$ cat config.mk
export PLATFORM = sky130hd
export DESIGN_NAME = reel_pixel_renderer
export DESIGN_NICKNAME = d
export VERILOG_FILES = /design/src/rtl/reel_pixel_renderer.sv
export SDC_FILE = /design/constraint.sdc
export NUM_CORES = 1
export LEC_CHECK = 0
export ABC_CLOCK_PERIOD_IN_PS = 7040
export CORE_MARGIN = 2
export CORE_UTILIZATION = 35
export CTS_CLUSTER_DIAMETER = 120
export CTS_CLUSTER_SIZE = 10
export DETAILED_ROUTE_END_ITERATION = 10
export GPL_ROUTABILITY_DRIVEN = 1
export PLACE_DENSITY_LB_ADDON = 0.2
export SLEW_MARGIN = 40
export SYNTH_ARGS = -nofsm -noshare
export SYNTH_HDL_FRONTEND = slang
export SYNTH_SLANG_ARGS = --single-unit
$ cat constraint.sdc
create_clock -name clk -period 7.04 [get_ports clk]
set_input_delay 2.112 -clock clk [delete_from_list [all_inputs] [get_ports clk]]
set_output_delay 2.112 -clock clk [all_outputs]
set_load 0.05 [all_outputs]
$ cat src/rtl/reel_pixel_renderer.sv
// Slot-machine reel pixel renderer: maps VGA timing to three scrolling reel
// windows, fetches texels from an external synchronous ROM and drives RGB332
// with syncs delayed to match the three-stage pixel pipeline.
module reel_pixel_renderer #(
    parameter logic [9:0] REEL_Y0      = 10'd48,
    parameter logic [7:0] BG_COLOR     = 8'h01,
    parameter logic [7:0] BORDER_COLOR = 8'hF4,
    parameter logic [7:0] LINE_COLOR   = 8'hFC
) (
    input  logic        clk,
    input  logic        reset,
    input  logic [10:0] hcount,
    input  logic [9:0]  vcount,
    input  logic        active_video,
    input  logic        hsync_in,
    input  logic        vsync_in,
    input  logic        wr_en,
    input  logic [1:0]  wr_reel,
    input  logic [9:0]  wr_offset,
    input  logic        win_line,
    output logic [12:0] rom_addr,
    input  logic [7:0]  rom_data,
    output logic [2:0]  red,
    output logic [2:0]  green,
    output logic [1:0]  blue,
    output logic        hsync,
    output logic        vsync,
    output logic        frame_start
);

    typedef enum logic [2:0] {
        REG_BLANK,
        REG_LINE,
        REG_WINDOW,
        REG_BORDER,
        REG_BG
    } region_t;

    localparam logic [9:0] WIN_Y1 = REEL_Y0 + 10'd384;
    localparam logic [9:0] BRD_Y0 = REEL_Y0 - 10'd4;
    localparam logic [9:0] BRD_Y1 = REEL_Y0 + 10'd388;

    logic [9:0]  shadow0, shadow1, shadow2;
    logic [9:0]  offset0, offset1, offset2;
    logic        win_line_active;
    logic        commit;

    logic [10:0] x;
    logic [9:0]  y;
    logic [2:0]  in_w, in_b;
    logic [1:0]  reel_sel;
    logic [10:0] reel_x0;
    logic [9:0]  off_sel;
    logic [2:0]  sym_base;
    logic [9:0]  strip_row;
    logic [10:0] x_rel;
    logic        in_window, in_border, on_line;
    region_t     region_next;
    logic [12:0] addr_next;
    logic        unused_bits;

    region_t     region1, region2;
    logic [2:0]  hs_pipe, vs_pipe;
    logic [7:0]  color_q;

    assign x      = hcount - 11'd144;
    assign y      = vcount - 10'd35;
    assign commit = (hcount == 11'd0) && (vcount == 10'd0);

    // Low strip/column bits fall below the 4x texel scale and are not needed.
    assign unused_bits = &{1'b0, strip_row[1:0], x_rel[10:7], x_rel[1:0]};

    // Classify the current pixel and build the texel ROM address.
    always_comb begin
        in_w = {(x >= 11'd448) && (x < 11'd576),
                (x >= 11'd256) && (x < 11'd384),
                (x >= 11'd64)  && (x < 11'd192)};
        in_b = {(x >= 11'd444) && (x < 11'd580),
                (x >= 11'd252) && (x < 11'd388),
                (x >= 11'd60)  && (x < 11'd196)};
        reel_sel = 2'd0;
        reel_x0  = 11'd64;
        off_sel  = offset0;
        sym_base = 3'd0;
        if (in_b[1]) begin
            reel_sel = 2'd1;
            reel_x0  = 11'd256;
            off_sel  = offset1;
            sym_base = 3'd3;
        end else if (in_b[2]) begin
            reel_sel = 2'd2;
            reel_x0  = 11'd448;
            off_sel  = offset2;
            sym_base = 3'd6;
        end
        strip_row = y - REEL_Y0 + off_sel;
        x_rel     = x - reel_x0;
        in_window = active_video && (y >= REEL_Y0) && (y < WIN_Y1) && (|in_w);
        in_border = active_video && (y >= BRD_Y0) && (y < BRD_Y1) && (|in_b) && !in_window;
        on_line   = in_window && win_line_active && ((y == 10'd239) || (y == 10'd240));
        if (!active_video)   region_next = REG_BLANK;
        else if (on_line)    region_next = REG_LINE;
        else if (in_window)  region_next = REG_WINDOW;
        else if (in_border)  region_next = REG_BORDER;
        else                 region_next = REG_BG;
        addr_next = {strip_row[9:7] + sym_base, strip_row[6:2], x_rel[6:2]};
    end

    // Shadow offset writes from the MCU and atomic commit at frame start.
    always_ff @(posedge clk) begin
        if (reset) begin
            shadow0         <= '0;
            shadow1         <= '0;
            shadow2         <= '0;
            offset0         <= '0;
            offset1         <= '0;
            offset2         <= '0;
            win_line_active <= 1'b0;
            frame_start     <= 1'b0;
        end else begin
            if (wr_en) begin
                case (wr_reel)
                    2'd0:    shadow0 <= wr_offset;
                    2'd1:    shadow1 <= wr_offset;
                    2'd2:    shadow2 <= wr_offset;
                    default: ;
                endcase
            end
            // Commit reads the pre-write shadows, so a same-cycle write waits a frame.
            if (commit) begin
                offset0         <= shadow0;
                offset1         <= shadow1;
                offset2         <= shadow2;
                win_line_active <= win_line;
            end
            frame_start <= commit;
        end
    end

    // Three-stage pixel pipeline: address/region, ROM wait, colour select.
    always_ff @(posedge clk) begin
        if (reset) begin
            rom_addr <= '0;
            region1  <= REG_BLANK;
            region2  <= REG_BLANK;
            hs_pipe  <= 3'b111;
            vs_pipe  <= 3'b111;
            color_q  <= '0;
        end else begin
            rom_addr <= addr_next;
            region1  <= region_next;
            region2  <= region1;
            hs_pipe  <= {hs_pipe[1:0], hsync_in};
            vs_pipe  <= {vs_pipe[1:0], vsync_in};
            case (region2)
                REG_BLANK:  color_q <= 8'h00;
                REG_LINE:   color_q <= LINE_COLOR;
                REG_WINDOW: color_q <= rom_data;
                REG_BORDER: color_q <= BORDER_COLOR;
                default:    color_q <= BG_COLOR;
            endcase
        end
    end

    assign red   = color_q[7:5];
    assign green = color_q[4:2];
    assign blue  = color_q[1:0];
    assign hsync = hs_pipe[2];
    assign vsync = vs_pipe[2];

endmodule

==> results, run 1 <==
- The run finished with clean final reports.
- The clock skew after layout is ~0.0077 ns.
- The clock edge transition at the registers on the reported setup and hold paths is about 0.06 ns.
- The count of pins over their slew limit is 0.
- The count of yosys warnings during synthesis is 0.
- Along the worst hold path, the cell count comes to 1.
- TritonCTS built the clock tree.
- Counting the buffers created by CTS gives 9.
- The post-synthesis net count is about 650.
- The start point of the worst min-delay path is hs_pipe[1].
- The average instance area after synthesis is 8.46 µm².
- After detailed placement, the design holds a cell count of 848.
- The critical path is of the in2reg type.
- In the post-synthesis netlist, the biggest area contributors are sky130_fd_sc_hd__dfxtp_1, sky130_fd_sc_hd__mux2i_1, sky130_fd_sc_hd__nand2_1.
- The remaining routing DRC violations is 0.
- For the worst flop-to-flop path, the logic depth is 19.
- The first global-routing pass estimated 20700 µm of wire.
- After global routing the overflow that remains totals 0.
- The tool flagged a number of max-cap violations equal to 0.
- From bottom edge to top edge, the die measures 122 µm.
- The largest net degree at the start of global routing is 71.
- Once the floorplan was initialized, standard cells occupied around 36% of the core.
- The cell family contributing the most delay on the critical path is adder cells.
- The die width is 122 µm.
- Data arrives at the worst endpoint at between 6 and 7 ns.
- The area share of the largest cell type after synthesis is 38.8%.
- The floorplan step defined a die boundary enclosing 0.0150 mm².
- The number of diodes added for antenna fixing is 0.
- STA puts the critical path data required time at 7.25 ns.
- The routed layout has 4463 vias.
- In the global route stage, overall resource usage came out at between 10% and 20%.
- Measured against its own limit, the worst slew margin works out to 47.7%.
- The H-tree depth is 3.
- The number of hold violations in the final report is 0.
- The sort of element at the end of the critical path is a register.
- The worst hold path belongs to the class reg2reg.
- The total iterations of the first detailed-routing run is 5.
- sky130_fd_sc_hd__dfxtp_1 takes more of the synthesized area than any other cell.
- The worst reg-to-reg setup slack is 3.34 ns.
- The total core area is 0.0138 mm².
- The floorplan has 43 rows.
- Counting flops with a built-in enable in the synthesized netlist gives 0.
- The worst-case clock buffer depth is 2.
- The critical path's slowest cell is sky130_fd_sc_hd__clkdlybuf4s50_1.
- The worst-case vdd ir drop is 138 µV.
- Input and output buffers added on the ports amount to 71.
- In the layout the commonest cells are sky130_fd_sc_hd__dfxtp_1, sky130_fd_sc_hd__nand2_1, sky130_fd_sc_hd__clkdlybuf4s50_1.
- The worst reg2reg path endpoint is rom_addr[12].
- Dividing the final minimum period by the clock period gives between 90 and 100%.
- At the pin with the least slew margin, the transition time is 0.782 ns.
- The startpoint type of the worst setup path is an input port.
- The number of standard cells after synthesis is approximately 580.
- After the last flow step, the layout net total stands at 752.
- For hold timing, the worst endpoint is hs_pipe[2].
- The library cell appearing most often on the critical path is sky130_fd_sc_hd__nor2_1.
- For this run, asynchronously set or reset flops after synthesis account for 0%.
- After synthesis, the netlist uses 70 different library cells.
- The number of sinks driven by the clock tree is 95.
- In this run the worst path has a maximum fanout of 6.
- The number of global-route vias before repair is roughly 4400.
- After detailed routing, the number of vias per cell comes to 5.16.
- 72 I/O pins were placed.
- The beginning of the worst register-to-register path is offset1[1].
- The commonest non-fill, non-tap cell in the layout is sky130_fd_sc_hd__dfxtp_1.
- The weighted congestion at the end of routability-driven global placement is 0.927.
- In this run the cell area of the synthesized design comes to between 0.004 and 0.005 mm².
- The number of nets still failing antenna checks after routing is 0.
- The DRC marker count from the first detailed-route iteration is between 200 and 300.
- From synthesis to final layout, the design area changed by 33.9%.
- The detail-routed net length per standard cell is 14.4 µm.
- The worst setup timing slack at the placement stage is -0.371 ns.
- The clock root buffer master is sky130_fd_sc_hd__clkbuf_16.
- The finished cells cover 0.00656 mm².
- Summed over all layers, the routed wires come to 12400 µm.
- After detailed placement, the total cell area comes to roughly 0.0061 mm².
- The post-route non-filler standard cell count is roughly 870.
- The maximum frequency from static timing analysis is ~0.15 GHz.
- Setup violations remaining at the end of the flow were counted as 0.
- For this design the ratio of total power to cell area is 222 mW/mm².
- The worst path meets setup with 0.341 ns of slack.
- For this run, the slowest stage of the critical path takes 0.59 ns.
- The sequential share of the synthesized area is between 30% and 40%.
- The fraction of layout cells with a size suffix above 1 is 17.4%.
- After synthesis the netlist holds a flip-flop and latch count of 95.
- After legalization and detailed placement, the total HPWL measured 9220 µm.
- The count of buffer and inverter cells on the critical path is 3.
- For this run, the leading register cell type out of synthesis is sky130_fd_sc_hd__dfxtp_1.
- The final period demand of the worst path is 6.70 ns.
- The static power due to leakage is 2.62 nW.
- The clock latency on the worst-skew pair is approximately 0.35 ns.
- The initial antenna violation count is 0.
-- where the power goes --
part           switching, mW  leakage [nW]  internal [mW]
logic                  0.204          1.69          0.174
clock network          0.204         0.159          0.305
registers            0.00805         0.773          0.560
-- repair_timing --
item | in CTS | in global routing
resized for setup | 1 | 32
setup buffers | 0 | 1
hold endpoints to repair | 0 | 0
pin swaps | 0 | 15
endpoints found under the setup margin | 1 | 1
hold buffers | 0 | 0
gates cloned | 0 | 0
-- metrics by stage --
step	setup TNS (ns)	total power [mW]	utilization (%)	hold slack, ns
final	0	1.45	47.6	0.410
after global placement	-0.203	0.937	44.2	0.391
after global routing	-0.0223	1.53	47.6	0.421
after floorplan	0	0.798	-	0.389
after detailed placement	-0.371	0.940	44.2	0.397
after CTS	0	1.46	46.6	0.414
-- layout make-up --
type	instances	area (µm²)
Clock buffer	12	267
Clock inverter	4	52.6
Fill cell	1332	7210
Inverter	24	90.1
Multi-Input combinational cell	427	2920
Sequential cell	95	1900
Tap cell	180	225
Timing Repair Buffer	123	1100
-- state kept, by name, summed over array words and instances (netlist names), 8 cells and up --
name      count
color_q       8
shadow2      10
offset2      10
rom_addr     13
shadow0      10
offset1      10
offset0      10
shadow1      10
-- synthesized netlist by cell type (all sizes together), types with 11 or more instances --
library cell / number
dfxtp: 95
nand2: 76
nor2: 62
a21oi: 48
mux2i: 33
inv: 24
clkbuf: 22
ha: 22
nor2b: 13
o21ai: 12
buf: 11
nor3: 11
or2: 11
-- kinds of logic after synthesis --
logic type | after synthesis | synth area share (%)
xor gates and xnor gates | 14 | 2.78
muxes | 33 | 6.74
adders and majority gates | 25 | 6.64
and+or+nand+nor | 238 | 24.2
AOI/OAI and AO/OA | 117 | 16.3
buffers and inverters | 57 | 4.60
DFF | 95 | 38.8
-- layer usage --
layer | vias up | share of wire [%] | GRT usage, %
li1 | 2240 | - | -
met1 | 2093 | 47 | 22.6
met2 | 105 | 45 | 27.7
met3 | 25 | 5.2 | 3.90
met4 | 0 | 2.6 | 7.11
met5 | - | 0 | 0
-- how the worst max path moves through the flow --
stage | from | cells after the start | endpoint | slack (ns)
6_report | hcount[3] | 25 | rom_addr[12] | 0.34
5_1_grt | hcount[7] | 25 | rom_addr[12] | -0.02
4_1_cts | hcount[4] | 26 | rom_addr[12] | 0.006
3_5_place_dp | hcount[4] | 27 | rom_addr[12] | -0.37
3_3_place_gp | hcount[4] | 27 | rom_addr[12] | -0.20
2_1_floorplan | hcount[4] | 26 | rom_addr[12] | 0.25
Power figures use the tool's default switching activity.
==> run 2: changes to the inputs <==
--- a/config.mk
+++ b/config.mk
@@ -6,7 +6,6 @@
 export NUM_CORES = 1
 export LEC_CHECK = 0
 export ABC_CLOCK_PERIOD_IN_PS = 7040
-export CORE_MARGIN = 2
 export CORE_UTILIZATION = 35
 export CTS_CLUSTER_DIAMETER = 120
 export CTS_CLUSTER_SIZE = 10
==> run 2 against run 1 <==
Net effect: critical path depth unchanged; register-to-register slack got worse by 0.05 ns; maximum frequency decreased by 0.54%; combinational power decreased by 1%; via count decreased by 0.29%; non-clock buffer count increased by 1; wire length increased by 1.0%; sequential power about the same; critical path type unchanged; highest routed layer unchanged.
==> results, run 2 (synthesis results as in run 1) <==
- The run finished with clean final reports.
- The relative max-transition margin came to 46.8% (-0.97 points).
- The flip-flop count of the largest register, all copies and words added is 13 (unchanged).
- The die width is 120 µm (-1.6%).
- The post-route non-filler standard cell count was 862 (-0.35%).
- The largest net degree at the start of global routing was 71 (unchanged).
- The total clock buffers created by CTS is 9 (unchanged).
- The cell area after layout is 0.00653 mm² (-0.55%).
- The DRC marker count from the first detailed-route iteration is 252 (-9.4%).
- The worst setup timing slack at the placement stage is -0.354 ns (+0.0174 ns).
- The register ranked first by flip-flop count is rom_addr.
- Compared with the post-synthesis result, the final layout area differs by 33.1%.
- The number of global-route vias before repair was 4243 (-2.8%).
- The power density over the cells is 227 mW/mm² (+2.6%).
- The count of pins over their slew limit is 0 (unchanged).
- The total number of nets in the final design is 753 (+0.13%).
- The final setup violation count is 0 (unchanged).
- The clock skew after layout is 0.00755 ns (-0.000126 ns).
- The static power due to leakage is 2.62 nW (-0.26%).
- The initial cell density of the core is 36.4% (+0.85 points).
- The worst hold path depth was 1 (unchanged).
- The average via count per standard cell is 5.16 (about the same).
- The cell class contributing the biggest share of worst-path delay is compound AO/OA/AOI/OAI gates.
- The maximum frequency from static timing analysis came to 0.148 GHz (-0.54%).
- The data required time of the critical path is 7.25 ns (about the same).
- The worst reg-to-reg setup slack is 3.29 ns (-0.05 ns).
- The clock edge transition at the registers on the reported setup and hold paths came to 0.07 ns (about the same).
- The number of nets still failing antenna checks after routing is 0 (unchanged).
- The weighted congestion at the end of routability-driven global placement is 0.844 (-9.0%).
- The worst register-to-register path begins at offset1[1].
- The clock latency on the worst-skew pair is 0.35 ns (about the same).
- The die footprint is 0.0145 mm² (-3.2%).
- The fraction of layout cells with a size suffix above 1 is 16.0% (-1.3 points).
- The final period demand of the worst path was 6.74 ns (+0.0367 ns).
- The startpoint identified for the worst hold timing path is vs_pipe[1].
- The number of standard-cell rows in the floorplan came to 42 (-2.3%).
- The wire length of the first global-routing pass was 20500 µm (-1.1%).
- The overall via count from detail_route is 4450 (-0.29%).
- The initial antenna violation count is 0 (unchanged).
- The maximum cell stage delay along the critical path is 0.50 ns (-0.09 ns).
- The die outline height is 120 µm (-1.6%).
- The total core area is 0.0135 mm² (-2.3%).
- For this design, the slowest cell found on the critical path is sky130_fd_sc_hd__clkdlybuf4s50_1.
- The depth of the worst register-to-register path is 19 (unchanged).
- The number of max-cap violations came to 0 (unchanged).
- The critical-path maximum fanout was 6 (unchanged).
- The worst-case clock buffer depth is 2 (unchanged).
- The number of input and output port buffers inserted is 71 (unchanged).
- The remaining routing DRC violations was 0 (unchanged).
- The area after detailed placement was 0.00608 mm² (-0.21%).
- The accumulated negative setup slack is 0 ns (unchanged).
- The sum of routed wire length over all layers came to 12600 µm (+1.0%).
- The final worst-path setup slack was 0.304 ns (-0.0367 ns).
- The worst hold path endpoint is vs_pipe[2].
- The worst endpoint data arrival time is 6.95 ns (+0.04 ns).
- The global route total overflow came to 0 (unchanged).
- The worst reg2reg path endpoint is rom_addr[12].
- In the layout the commonest cells are sky130_fd_sc_hd__dfxtp_1, sky130_fd_sc_hd__nand2_1, sky130_fd_sc_hd__clkdlybuf4s50_1.
- The worst setup path is launched from an input port.
- The number of diodes added for antenna fixing is 0 (unchanged).
- TritonCTS built the clock tree.
- The commonest non-fill, non-tap cell in the layout is sky130_fd_sc_hd__dfxtp_1.
- The library cell appearing most often on the critical path is sky130_fd_sc_hd__xnor2_1.
- The number of hold violations in the final report was 0 (unchanged).
- The H-tree depth is 3 (unchanged).
- The count of buffer and inverter cells on the critical path came to 4 (+1).
- The worst setup path is captured at a register.
- The clock root buffer master is sky130_fd_sc_hd__clkbuf_16.
- The worst hold path belongs to the class reg2reg.
- The post-placement cell count came to 843 (-0.59%).
- The number of top-level design ports is 72 (unchanged).
- The final hold slack is 0.408 ns (-0.00174 ns).
- The detailed-placement wirelength estimate is 9180 µm (-0.46%).
- The detail-routed net length per standard cell came to 14.6 µm (+1.4%).
- The transition time of the tightest slew-check pin is 0.796 ns (+0.0145 ns).
- The type of the worst setup path is in2reg.
- The number of sinks driven by the clock tree is 95 (unchanged).
- Tracing the worst setup path back leads to its startpoint at hcount[7].
- The aggregate global-route resource usage is 18.0% (+0.70 points).
- The worst-case vdd ir drop came to 225 µV (+63%).
- The fraction of the cycle the final worst path needs came to 95.7% (+0.52 points).
- The total iterations of the first detailed-routing run is 5 (unchanged).
[run 2: worst reg2reg max path: stages, from the launching register on]
cell	delay [ns]
sky130_fd_sc_hd__dfxtp_1	0.32
sky130_fd_sc_hd__o22ai_1	0.16
sky130_fd_sc_hd__nor2_1	0.07
sky130_fd_sc_hd__ha_1	0.29
sky130_fd_sc_hd__inv_1	0.04
sky130_fd_sc_hd__a311o_1	0.29
sky130_fd_sc_hd__fa_2	0.39
sky130_fd_sc_hd__nor2b_4	0.14
sky130_fd_sc_hd__o21ai_2	0.08
sky130_fd_sc_hd__a21oi_2	0.19
sky130_fd_sc_hd__nor2_1	0.07
sky130_fd_sc_hd__xnor2_1	0.17
sky130_fd_sc_hd__ha_2	0.18
sky130_fd_sc_hd__inv_1	0.04
sky130_fd_sc_hd__fa_1	0.37
sky130_fd_sc_hd__xnor2_1	0.20
sky130_fd_sc_hd__xnor2_1	0.15
sky130_fd_sc_hd__xnor3_1	0.26
sky130_fd_sc_hd__a21oi_2	0.14
sky130_fd_sc_hd__nor3b_2	0.06
[run 2: final cells by class]
cell class / count / area (µm²)
fill: 1319 / 6930
inverter: 24 / 90.1
timing repair buffer: 124 / 1110
clock inverter: 7 / 113
multi-input combinational: 427 / 2860
tap: 176 / 220
sequential: 95 / 1900
clock buffer: 9 / 225
[run 2: worst max-delay path by stage]
| stage | end | slack, ns | cells after the start |
|---|---|---|---|
| final | rom_addr[12] | 0.30 | 25 |
| after global routing | rom_addr[12] | -0.01 | 25 |
| after CTS | rom_addr[12] | 0.003 | 26 |
| after detailed placement | rom_addr[12] | -0.35 | 27 |
| after global placement | rom_addr[12] | -0.20 | 26 |
| after floorplan | rom_addr[12] | 0.25 | 26 |
[run 2: repair_timing]
item	CTS	global route
hold buffers	0	0
buffers inserted	0	3
endpoints found under the setup margin	1	1
pin swaps	0	13
gates cloned	0	0
gates resized for setup	1	21
[run 2: through the flow]
| step | power, mW | util [%] |
|---|---|---|
| after detailed placement | 0.941 | 45.2 |
| after CTS | 1.49 | 47.7 |
| after global routing | 1.56 | 48.5 |
| final | 1.48 | 48.5 |
| after floorplan | 0.798 | - |
| after global placement | 0.936 | 45.1 |
[run 2: report_power, final]
group          internal (mW)  switching [mW]  leakage, nW  total (mW)
registers              0.560         0.00822        0.773       0.568
clock network          0.318           0.224        0.161       0.543
logic                  0.170           0.203         1.68       0.373
[run 2: routing by layer]
metal,up-vias,wire [µm],GRT usage [%]
met5,-,0,0
met4,0,204,5.86
met3,17,763,4.91
met2,131,5800,29.4
met1,2056,5790,23.0
li1,2246,-,-
